`config.mk`:
```
export PLATFORM = sky130hd
export DESIGN_NAME = prl_rx_msg_ctrl
export DESIGN_NICKNAME = d
export VERILOG_FILES = /design/src/rtl/prl_rx_msg_ctrl.sv
export SDC_FILE = /design/constraint.sdc
export NUM_CORES = 1
export LEC_CHECK = 0
export ABC_CLOCK_PERIOD_IN_PS = 5700
export BUFFER_PORTS_ARGS = -buffer_cell sky130_fd_sc_hd__buf_2
export CAP_MARGIN = 20
export CORE_MARGIN = 3
export CORE_UTILIZATION = 50
export DETAILED_ROUTE_END_ITERATION = 7
export MAX_ROUTING_LAYER = met4
export PLACE_DENSITY = 0.75
export SLEW_MARGIN = 30
export SYNTH_ARGS = -nofsm -noshare
export SYNTH_HDL_FRONTEND = slang
export SYNTH_SLANG_ARGS = --single-unit
```
`constraint.sdc`:
```
create_clock -name clk -period 5.7 [get_ports clk]
set_input_delay 0.285 -clock clk [delete_from_list [all_inputs] [get_ports clk]]
set_output_delay 0.285 -clock clk [all_outputs]
set_load 0.005 [all_outputs]
```
`src/rtl/prl_rx_msg_ctrl.sv`:
```
// -----------------------------------------------------------------------------
// prl_rx_msg_ctrl
//
// Receive-side protocol-layer controller sitting behind the rx message parser.
// For every parsed message it decides whether a GoodCRC must be sent through
// the PHY, filters retransmitted messages by MessageID (one stored ID per SOP
// type 0-2), and presents accepted messages to the policy engine. Soft_Reset
// clears the stored ID of its SOP type; a missing GoodCRC completion is
// reported as a timeout.
//
// Ports:
//   clk, rst_n                     clock, synchronous active-low reset
//   prl_rx_parser_message_req      1-cycle pulse, parsed message available
//   prl_rx_parser_sop_type/..._id  header fields captured on the pulse
//   prl_hard_reset                 level, clears all state (highest priority)
//   prl2phy_goodcrc_req/_sop_type/_message_id
//                                  GoodCRC transmit request to the PHY
//   phy2prl_goodcrc_done           pulse, GoodCRC transmission finished
//   prl_rx_goodcrc_received        pulse, a GoodCRC message was received
//   prl2pe_rx_message_valid/_type/_header_type/_sop_type
//                                  message presented to the policy engine
//   pe2prl_rx_message_ack          policy-engine acknowledge
//   prl_rx_goodcrc_timeout_err     pulse, GoodCRC completion timed out
//   prl_rx_overrun                 pulse, request dropped because busy
// -----------------------------------------------------------------------------
module prl_rx_msg_ctrl #(
   parameter int                 TMR_W           = 8,
   parameter logic [TMR_W-1:0]   GOODCRC_TIMEOUT = 8'd200
) (
   input  logic       clk,
   input  logic       rst_n,
   input  logic       prl_rx_parser_message_req,
   input  logic [2:0] prl_rx_parser_sop_type,
   input  logic [1:0] prl_rx_parser_message_type,
   input  logic [4:0] prl_rx_parser_header_type,
   input  logic [2:0] prl_rx_parser_message_id,
   input  logic       prl_hard_reset,
   output logic       prl2phy_goodcrc_req,
   output logic [2:0] prl2phy_goodcrc_sop_type,
   output logic [2:0] prl2phy_goodcrc_message_id,
   input  logic       phy2prl_goodcrc_done,
   output logic       prl_rx_goodcrc_received,
   output logic       prl2pe_rx_message_valid,
   output logic [1:0] prl2pe_rx_message_type,
   output logic [4:0] prl2pe_rx_header_type,
   output logic [2:0] prl2pe_rx_sop_type,
   input  logic       pe2prl_rx_message_ack,
   output logic       prl_rx_goodcrc_timeout_err,
   output logic       prl_rx_overrun
);

   localparam logic [1:0]       MSG_CONTROL    = 2'd0;
   localparam logic [4:0]       HDR_GOODCRC    = 5'h01;
   localparam logic [4:0]       HDR_SOFT_RESET = 5'h0D;
   localparam logic [TMR_W-1:0] TMR_LAST       = GOODCRC_TIMEOUT - 1'b1;
   localparam logic [TMR_W-1:0] TMR_MAX        = '1;

   typedef enum logic [1:0] {
      ST_IDLE,
      ST_CHECK,
      ST_GOODCRC,
      ST_DELIVER
   } state_t;

   state_t           state, next_state;

   logic [2:0]       cap_sop;
   logic [1:0]       cap_mtype;
   logic [4:0]       cap_htype;
   logic [2:0]       cap_id;

   logic [2:0]       id_valid;
   logic [2:0]       id_store [3];
   logic [TMR_W-1:0] tmr;

   logic             clear_all;
   logic             is_goodcrc;
   logic             is_soft_reset;
   logic             is_sop;
   logic [1:0]       sop_idx;
   logic             is_dup;

   // control strobes from the next-state logic
   logic             id_wr;
   logic             id_clr;
   logic             tmr_clr;
   logic             timeout_hit;
   logic             gcrc_rx;

   assign clear_all     = !rst_n || prl_hard_reset;
   assign is_goodcrc    = (cap_mtype == MSG_CONTROL) && (cap_htype == HDR_GOODCRC);
   assign is_soft_reset = (cap_mtype == MSG_CONTROL) && (cap_htype == HDR_SOFT_RESET);
   assign is_sop        = (cap_sop < 3'd3);
   // only meaningful while is_sop holds, so the index never reaches 3
   assign sop_idx       = cap_sop[1:0];
   assign is_dup        = id_valid[sop_idx] && (id_store[sop_idx] == cap_id);

   // NOTE: every output of this block gets a default first, so no path can
   // leave a variable unassigned and infer a latch.
   always_comb begin
      next_state  = state;
      id_wr       = 1'b0;
      id_clr      = 1'b0;
      tmr_clr     = 1'b0;
      timeout_hit = 1'b0;
      gcrc_rx     = 1'b0;

      case (state)
         ST_IDLE: begin
            if (prl_rx_parser_message_req) next_state = ST_CHECK;
         end
         ST_CHECK: begin
            if (is_goodcrc) begin
               gcrc_rx    = 1'b1;
               next_state = ST_IDLE;
            end else if (!is_sop) begin
               next_state = ST_DELIVER;
            end else begin
               // Soft_Reset drops the stored ID before the duplicate test
               id_clr     = is_soft_reset;
               tmr_clr    = 1'b1;
               next_state = ST_GOODCRC;
            end
         end
         ST_GOODCRC: begin
            // done takes precedence over an expiring timer in the same cycle
            if (phy2prl_goodcrc_done) begin
               if (is_dup) begin
                  next_state = ST_IDLE;
               end else begin
                  id_wr      = 1'b1;
                  next_state = ST_DELIVER;
               end
            end else if (tmr == TMR_LAST) begin
               timeout_hit = 1'b1;
               next_state  = ST_IDLE;
            end
         end
         ST_DELIVER: begin
            if (pe2prl_rx_message_ack) next_state = ST_IDLE;
         end
         default: next_state = ST_IDLE;
      endcase
   end

   // NOTE: sequential state uses non-blocking assignments only, so every
   // register samples the pre-edge values of the others.
   always_ff @(posedge clk) begin
      if (clear_all) begin
         state                      <= ST_IDLE;
         cap_sop                    <= '0;
         cap_mtype                  <= '0;
         cap_htype                  <= '0;
         cap_id                     <= '0;
         id_valid                   <= '0;
         tmr                        <= '0;
         prl_rx_goodcrc_timeout_err <= 1'b0;
         prl_rx_overrun             <= 1'b0;
      end else begin
         state <= next_state;

         if ((state == ST_IDLE) && prl_rx_parser_message_req) begin
            cap_sop   <= prl_rx_parser_sop_type;
            cap_mtype <= prl_rx_parser_message_type;
            cap_htype <= prl_rx_parser_header_type;
            cap_id    <= prl_rx_parser_message_id;
         end

         if (tmr_clr) begin
            tmr <= '0;
         end else if ((state == ST_GOODCRC) && (tmr != TMR_MAX)) begin
            tmr <= tmr + 1'b1;
         end

         if (id_clr) id_valid[sop_idx] <= 1'b0;
         if (id_wr)  id_valid[sop_idx] <= 1'b1;

         prl_rx_goodcrc_timeout_err <= timeout_hit;
         prl_rx_overrun             <= prl_rx_parser_message_req && (state != ST_IDLE);
      end
   end

   // NOTE: the stored ID values carry no reset; the valid bits gate every use
   // of them, so stale contents are never observed.
   always_ff @(posedge clk) begin
      if (!clear_all && id_wr) id_store[sop_idx] <= cap_id;
   end

   assign prl2phy_goodcrc_req        = (state == ST_GOODCRC);
   assign prl2phy_goodcrc_sop_type   = cap_sop;
   assign prl2phy_goodcrc_message_id = cap_id;
   assign prl_rx_goodcrc_received    = gcrc_rx;
   assign prl2pe_rx_message_valid    = (state == ST_DELIVER);
   assign prl2pe_rx_message_type     = cap_mtype;
   assign prl2pe_rx_header_type      = cap_htype;
   assign prl2pe_rx_sop_type         = cap_sop;

endmodule

```
**After elaboration in Yosys (flattened, before gate mapping)**

Memories as Yosys holds them, arrays and structs flattened. A register that Yosys moved wholly into a read port is not among the register bits.
Cells that the tools add are included.

- Add/sub/neg operators: 1
- Order comparisons: 3
- Equality and inequality tests: 11
- Mux-type cells: 31
- Bitwise gates (word level): 4
- Reduce and logical (&&, ||, !) cells: 17

Operators by type and width:

| cell | count |
|---|---|
| 1-bit two-way mux | 17 |
| 2-bit two-way mux | 8 |
| 3-bit two-way mux | 3 |
| 8-bit by 1-bit adder with 8-bit output, second input constant | 1 |
| 8-bit equality test, second input constant | 1 |
| 1-bit logical AND | 8 |
| 8-bit != test, second input constant | 1 |
| 2-bit case mux with 4 select lines | 1 |
| 5-bit by 1-bit equality test with 1-bit output, second input constant | 1 |
| 5-bit by 4-bit equality test with 1-bit output, second input constant | 1 |
| 2-bit equality test, second input constant | 2 |
| 2-bit logical NOT | 2 |
| 3-bit AND | 1 |
| 3-bit equality test | 1 |
| 2-bit by 3-bit less-than comparator with 1-bit output, second input constant | 1 |
| 3-bit by 2-bit less-than comparator with 1-bit output, second input constant | 1 |
| 3-bit by 1-bit != test with 1-bit output, second input constant | 1 |
| 3-bit NOT | 1 |
| 3-bit bitwise OR | 1 |
| 3-bit AND reduction | 1 |
| 3-bit OR reduction | 1 |
| 1-bit binary-select mux with 2-bit select | 1 |
| 1-bit demux with 2-bit select | 1 |
| 2-bit by 1-bit equality test with 1-bit output, second input constant | 1 |
| other kinds (8) | 9 |

- Register bits after elaboration: 28
- RAM bits: 9
- Output and inout bits: 21
- Memories kept: 1

Memory list:

| name | depth | width | read ports | clocked after memory_dff | write ports | line | source |
|---|---|---|---|---|---|---|---|
| id_store | 3 | 3 | 1 | 1 | 1 | 73 | `logic [2:0] id_store [3];` |

**Depth between registers and ports, before layout**

Gate-level depths: netlist of the first run.

- Depth in word-level cells: 10
- Mapped depth: 6
- Depth with buffers taken out: 6

**Least setup slack after synthesis of the first run**

Ideal clock, no wire load.

- Kind: reg-to-reg
- Start: reg with a tool-made name
- End: mem id_store[2][0] (enable)
- Library setup time: 0.262 ns
- Arrival time: 1.603 ns
- Path slack: 3.835 ns
- Cell stages (with the launch flop): 6
- Path buffers: 0
- Clock period less this slack: 1.865 ns
- Cell sequence: dfxtp_1 -> mux2i_1 -> a211oi_1 -> or4_4 -> o2111ai_4 -> nor2_1

RTL lines:

| what | line |
|---|---|
| to (decl) | 73 |

==> flow_metrics.py, run 1 <==
metrics = {
    "yosys": {
        "synth_ff_type": "dfxtp_1",
        "syn_area_um2": 1710,
        "syn_nets": 206,
        "synth_edf_count": 9,
        "async_reset_ff_share_pct": 0,
        "ys_warn_count": 0,
        "synth_area_per_cell_um2": 9.20,
        "synthCells": 186,
        "ys_types": 39,
        "yosysSeqAreaShare_pct": 50.9,
        "ys_seq_elements": 39,
    },
    "finish": {
        "layout_common_cells": "buf_2 (39), nand2_1 (36), dfxtp_1 (30), nor2_1 (14), a21oi_1 (14)",
        "num_antenna_cells": 0,
        "final_common_cell": "buf_2",
        "multi_input_area_um2": 776,
        "layout.area.seq_um2": 871,
        "area_growth_pct": 15.9,
        "final_cells": 268,
        "nNetsFinal": 243,
        "nFillCells": 297,
        "layout-drive-gt1-share_pct": 21.9,
    },
    "clock_network": {
        "htree_levels": 2,
        "numClockSinks": 39,
        "post_cts_buffers": 0,
        "cts-resized-gates": 0,
        "cts_tree": "yes",
        "cts_hold_buf": 0,
        "numCtsBuffers": 5,
        "cts_buffer_depth": 2,
        "clockRootBuffer": "clkbuf_4",
        "worstSkewPairLatency_ps": 340,
        "cts.clk_slew.worst_paths_ps": 110,
    },
    "grt": {
        "grt_pass1_vias": 1350,
        "grtUsageTotal_pct": 20.3,
        "overflow": 0,
        "grt_max_degree": 17,
        "grt_antenna_before_repair": 0,
        "grt_pass1_wl_um": 6310,
    },
    "placement": {
        "placed_cells": 260,
        "port-buffer-count": 39,
        "pre_cts_slack_ps": 3650,
        "gp_congestion": 0.862,
        "dp_hpwl_um": 2860,
    },
    "status": {
        "status": "finished clean",
    },
    "floorplan": {
        "core-area_um2": 3150,
        "die_y_um": 64.5,
        "io_pins": 40,
        "die_w_um": 64.5,
        "die_area_um2": 4160,
        "initial_core_util_pct": 54.3,
        "rows": 20,
    },
    "power_and_ir_drop": {
        "power_density_nw_per_um2": 243,
        "total_power_w": 0.000483,
        "p_comb_share_pct": 7.1,
        "vdd_drop_max_mv": 0.165,
        "p_sw_w": 0.000109,
        "p_seq_share_pct": 60.5,
        "clockPowerShare_pct": 32.4,
        "leakagePower_nw": 0.767,
        "p_sw_share_pct": 22.6,
        "intPower_w": 0.000373,
    },
    "routing": {
        "wl_per_cell_um": 14.1,
        "ant_nets": 0,
        "drt_iter0_drc": 60,
        "avgViaCountPerCell": 5.36,
        "drt-pass1-iter-count": 4,
        "drc_errors": 0,
        "vias": 1436,
        "routed_wl_um": 3770,
    },
    "sta": {
        "fin_crit_sh_pct": 36.0,
        "fin_setup_tns_ps": 0,
        "worst_pin_slew_ps": 678,
        "fin_worst_skew_ps": 6.59,
        "rsz0062_at_grt": "no",
        "hold_ws_ps": 172,
        "final-hold-violation-count": 0,
        "finalMaxSlewViolations": 0,
        "slew_headroom_pct": 54.3,
        "setup_viol": 0,
        "fin_ws_ps": 3650,
        "min_period_ps": 2050,
        "max_freq_ghz": 0.487,
    },
    "worst_hold_path": {
        "hold_class": "in2reg",
    },
    "critical_path": {
        "worstPathArrival_ps": 2140,
        "path_max_fanout": 8,
        "cp-start-kind": "flip-flop",
        "end_kind": "flip-flop",
        "critical_path_class": "reg2reg",
        "required_ps": 5790,
    },
    "job": {
        "cap_viol_max_count": 0,
    },
}
==> cell families (layout without fill, tap and decap cells) <==
group                    Yosys count  count (layout)  synth area share [%]
adder cells (fa/ha/maj)            1               1                 0.731
AO/OA/AOI/OAI                     37              37                  14.8
AND/OR/NAND/NOR                   83              83                  23.2
flip-flops                        39              39                  50.9
XOR/XNOR                           5               5                  2.56
buffers and inverters             14              52                  3.80
multiplexers                       7               7                  4.09
==> worst max-delay path, stage by stage (launching register included) <==
cell and delay [ps]:
dfxtp_1 420, mux2i_1 280, a211oi_1 110, or4_4 550
o2111ai_4 290, nor3_1 140
==> sequential cells by signal, indices dropped and copies added (netlist names), named ones only <==
| name | count |
|---|---|
| prl2pe_rx_header_type | 5 |
| prl_rx_overrun | 1 |
| tmr | 8 |
| state | 2 |
| id_valid | 3 |
| prl2pe_rx_message_type | 2 |
| id_store | 9 |
| prl_rx_goodcrc_timeout_err | 1 |
| prl2pe_rx_sop_type | 3 |
| prl2phy_goodcrc_message_id | 3 |
==> worst paths after layout <==
| kind | slack, ps | cells past startpoint | startpoint | to |
|---|---|---|---|---|
| setup / recovery | 3650 | 5 | flip-flop | id_store[0][2]$_DFFE_PP_ |
| hold / removal | 170 | 2 | phy2prl_goodcrc_done | prl_rx_goodcrc_timeout_err$_SDFF_PP0_ |
| setup reg to reg | 3650 | 5 | flip-flop | id_store[0][2]$_DFFE_PP_ |
| hold reg to reg | 470 | 2 | prl2pe_rx_message_type[1]$_SDFFE_PP0P_ | prl2pe_rx_message_type[1]$_SDFFE_PP0P_ |
==> routing by layer <==
layer	global-route usage, %	vias to the layer above	part of all wire [%]
li1	-	723	-
met2	33.5	38	51
met1	24.1	668	42
met4	7.12	0	1.5
met5	-	-	0
met3	5.20	7	5.5
==> layout make-up <==
class                           instances  share of cell area (%)
Timing Repair Buffer                   39                    9.84
Tap cell                               44                    2.77
Sequential cell                        39                    43.9
Multi-Input combinational cell        133                    39.1
Inverter                                5                   0.946
Clock buffer                            8                    3.47
==> Yosys cell counts (4+ instances only) <==
master     n  area (µm²)
nand2_1   36         135
inv_1      5        18.8
clkbuf_1   5        18.8
a21oi_1   14        70.1
dfxtp_1   30         601
o211ai_1   4        30.0
nand3_1    4        20.0
nor2_1    14        52.6
o21ai_0    4        20.0
nand2b_1   8        50.1
mux2i_1    7        70.1
edfxtp_1   9         270
==> power by group through the flow <==
stage                     Combinational, W  Sequential [W]  Clock [W]
after global placement           0.0000330        0.000298          0
after CTS                        0.0000343        0.000292   0.000160
after global routing             0.0000389        0.000293   0.000175
after floorplan                  0.0000213        0.000297          0
after detailed placement         0.0000341        0.000299          0
final                            0.0000342        0.000292   0.000156
==> through the flow <==
step                      util, %  instance area (µm²)
after global routing         62.9                 1980
after detailed placement     60.8                 1920
after floorplan                 -                 1710
after CTS                    62.9                 1980
final                        62.9                 1980
after global placement       60.8                 1920
Power figures use the tool's default switching activity.
==> run 2: changes to the inputs <==
Settings changed: ABC_AREA set to 1, ABC_CLOCK_PERIOD_IN_PS 5700 to 1850, CORE_UTILIZATION 50 to 48.
Clock period 5.7 ns to 1.85 ns, I/O delays scaled along.
==> flow_metrics.py, run 2 <==
metrics = {
    "critical_path": {
        "critPathTopFamily": "simple AND/OR/NAND/NOR gates",
        "crit_chain": "inv_2 > nor2_1 > nand2_1 > nand3_1 > nand2_1 > nor2_1 > nand2_2 > nand4_1 > inv_1",
        "critical_path_class": "reg2reg",
        "worstPathArrival_ps": 1570,
        "path_max_fanout": 5,
        "cp-start-kind": "flip-flop",
        "crit_path_top_delay_cell": "dfxtp_1",
        "slowest_delay_ps": 410,
        "required_ps": 1890,
        "path_buf_inv": 2,
        "end_kind": "flip-flop",
    },
    "floorplan": {
        "die_area_um2": 4560,
        "die_y_um": 67.5,
        "io_pins": 40,
        "rows": 21,
        "initial_core_util_pct": 52.0,
        "core-area_um2": 3490,
        "die_w_um": 67.5,
    },
    "finish": {
        "layout_common_cells": "nand2_1 (41), buf_2 (39), dfxtp_1 (30), nor2_1 (28), inv_1 (27)",
        "nNetsFinal": 297,
        "fin_util_pct": 61.2,
        "final_common_cell": "nand2_1",
        "layout-drive-gt1-share_pct": 24.8,
        "final_area_um2": 2140,
        "area_growth_pct": 17.6,
        "largest_reg_flops": 9,
        "nFillCells": 320,
        "regMostFlops": "id_store",
        "num_antenna_cells": 0,
    },
    "sta": {
        "fin_setup_tns_ps": 0,
        "max_freq_ghz": 0.654,
        "slew_headroom_pct": 78.2,
        "fin_crit_sh_pct": 82.6,
        "setup_viol": 0,
        "final-hold-violation-count": 0,
        "finalMaxSlewViolations": 0,
        "worst_pin_slew_ps": 324,
        "fin_worst_skew_ps": 8.11,
        "fin_ws_ps": 322,
        "min_period_ps": 1530,
        "rsz0062_at_grt": "no",
    },
    "yosys": {
        "synth_area_leaders": "dfxtp_1 (33%), edfxtp_1 (15%), nand2_1 (8.5%)",
        "synthCells": 236,
        "ys_seq_elements": 39,
        "syn_area_um2": 1820,
        "synth_edf_count": 9,
        "yosysSeqAreaShare_pct": 47.9,
        "ys_warn_count": 0,
        "synth_top_area_cell": "dfxtp_1",
        "synth_ff_type": "dfxtp_1",
        "yosysMostFrequentCell": "nand2_1",
        "ys_types": 30,
        "async_reset_ff_share_pct": 0,
        "synth_top_cell_area_share_pct": 33.1,
        "syn_nets": 256,
        "netlist_top_cells_count": "nand2_1 (41), dfxtp_1 (30), nor2_1 (28)",
        "synth_area_per_cell_um2": 7.70,
    },
    "placement": {
        "dp_hpwl_um": 2790,
        "gp_congestion": 0.825,
        "port-buffer-count": 39,
        "pre_cts_slack_ps": 335,
        "placedInstanceArea_um2": 2040,
    },
    "power_and_ir_drop": {
        "p_comb_share_pct": 9.8,
        "vdd_drop_max_mv": 0.523,
        "power_density_nw_per_um2": 769,
        "leakagePower_nw": 0.979,
        "intPower_w": 0.00125,
        "p_sw_share_pct": 23.8,
        "total_power_w": 0.00164,
        "clockPowerShare_pct": 34.8,
        "p_seq_share_pct": 55.3,
        "p_sw_w": 0.000391,
    },
    "clock_network": {
        "numClockSinks": 39,
        "cts_buffer_depth": 2,
        "clockRootBuffer": "clkbuf_8",
        "numCtsBuffers": 5,
        "cts.clk_slew.worst_paths_ps": 70,
        "cts-resized-gates": 0,
        "cts_tree": "yes",
        "worstSkewPairLatency_ps": 290,
        "htree_levels": 2,
    },
    "grt": {
        "grt_pass1_wl_um": 6150,
        "grt_pass1_vias": 1492,
        "grtUsageTotal_pct": 18.5,
        "grt_max_degree": 24,
        "grt_antenna_before_repair": 0,
        "overflow": 0,
    },
    "routing": {
        "vias": 1588,
        "drt-pass1-iter-count": 4,
        "ant_nets": 0,
        "avgViaCountPerCell": 4.90,
        "drc_errors": 0,
        "wl_per_cell_um": 11.1,
        "drt_iter0_drc": 66,
        "routed_wl_um": 3590,
    },
    "worst_hold_path": {
        "hold_class": "in2reg",
    },
    "job": {
        "cap_viol_max_count": 0,
    },
    "status": {
        "status": "finished clean",
    },
}
-- run 2: cell count changes after synthesis, sizes merged, moves of 5 or more --
cell | previous run | this run
nor3 | 3 | 8
nor2 | 14 | 34
nand3 | 4 | 20
inv | 5 | 34
nand2b | 8 | 0
nand2 | 36 | 46
mux2i | 7 | 0
o21ai | 5 | 13
nand4 | 1 | 7
-- run 2: layer usage --
metal / vias to the layer above / GRT usage (%) / share of wire (%) / wire length, µm
met2: 36 / 30.1 / 48 / 1720
met4: 0 / 8.61 / 1.8 / 65
met1: 707 / 21.4 / 46 / 1650
met3: 4 / 4.49 / 4.4 / 159
li1: 841 / - / - / -
met5: - / - / 0 / 0
-- run 2: path summary, 6_finish.rpt --
check,startpoint,to,slack (ps),cells after the start
max,prl2pe_rx_sop_type[1]$_SDFFE_PP0P_,id_store[0][0]$_DFFE_PP_,320,9
min,prl_rx_parser_message_type[0],prl2pe_rx_message_type[0]$_SDFFE_PP0P_,30,3
max reg2reg,prl2pe_rx_sop_type[1]$_SDFFE_PP0P_,id_store[0][0]$_DFFE_PP_,320,9
min reg2reg,id_valid[2]$_SDFF_PP0_,id_valid[2]$_SDFF_PP0_,470,2
-- run 2: stage by stage --
step,std cells,hold slack [ps]
after floorplan,236,169
after global placement,315,293
after detailed placement,315,289
after CTS,324,23.5
after global routing,324,46.7
final,324,30.8
-- run 2: cell type report --
type                            count  area, µm²  area share (%)
Timing Repair Buffer               41        213            9.95
Inverter                           34        128            5.97
Multi-Input combinational cell    156        777            36.4
Sequential cell                    39        871            40.7
Clock inverter                      1       5.00           0.234
Clock buffer                        7       86.3            4.04
Tap cell                           46       57.6            2.69
-- run 2: cells by family (layout without fill, tap and decap cells) --
logic type	after synthesis	count (layout)	share of synthesized area [%]
simple gates	122	122	32.3
flops	39	39	47.9
buf+inv	41	83	9.30
compound gates	31	31	8.82
xor+xnor	2	2	0.964
fa+ha+maj	1	1	0.689
-- run 2: what timing repair did --
item                                   in CTS  in global routing
buffers inserted                            0                  0
hold buffers                                1                  0
endpoints found under the hold margin       1                  0
-- run 2: power by group through the flow --
stage	registers, W	clock network [W]	logic [W]
2_1_floorplan	0.000927	0	0.000105
3_3_place_gp	0.000928	0	0.000158
3_5_place_dp	0.000929	0	0.000160
4_1_cts	0.000909	0.000588	0.000162
5_1_grt	0.000912	0.000621	0.000183
6_report	0.000909	0.000572	0.000161
-- run 2: tightest hold or removal path: stages --
cell    delay (ps)
buf_2           70
nor2_1          30
nor2_1          80
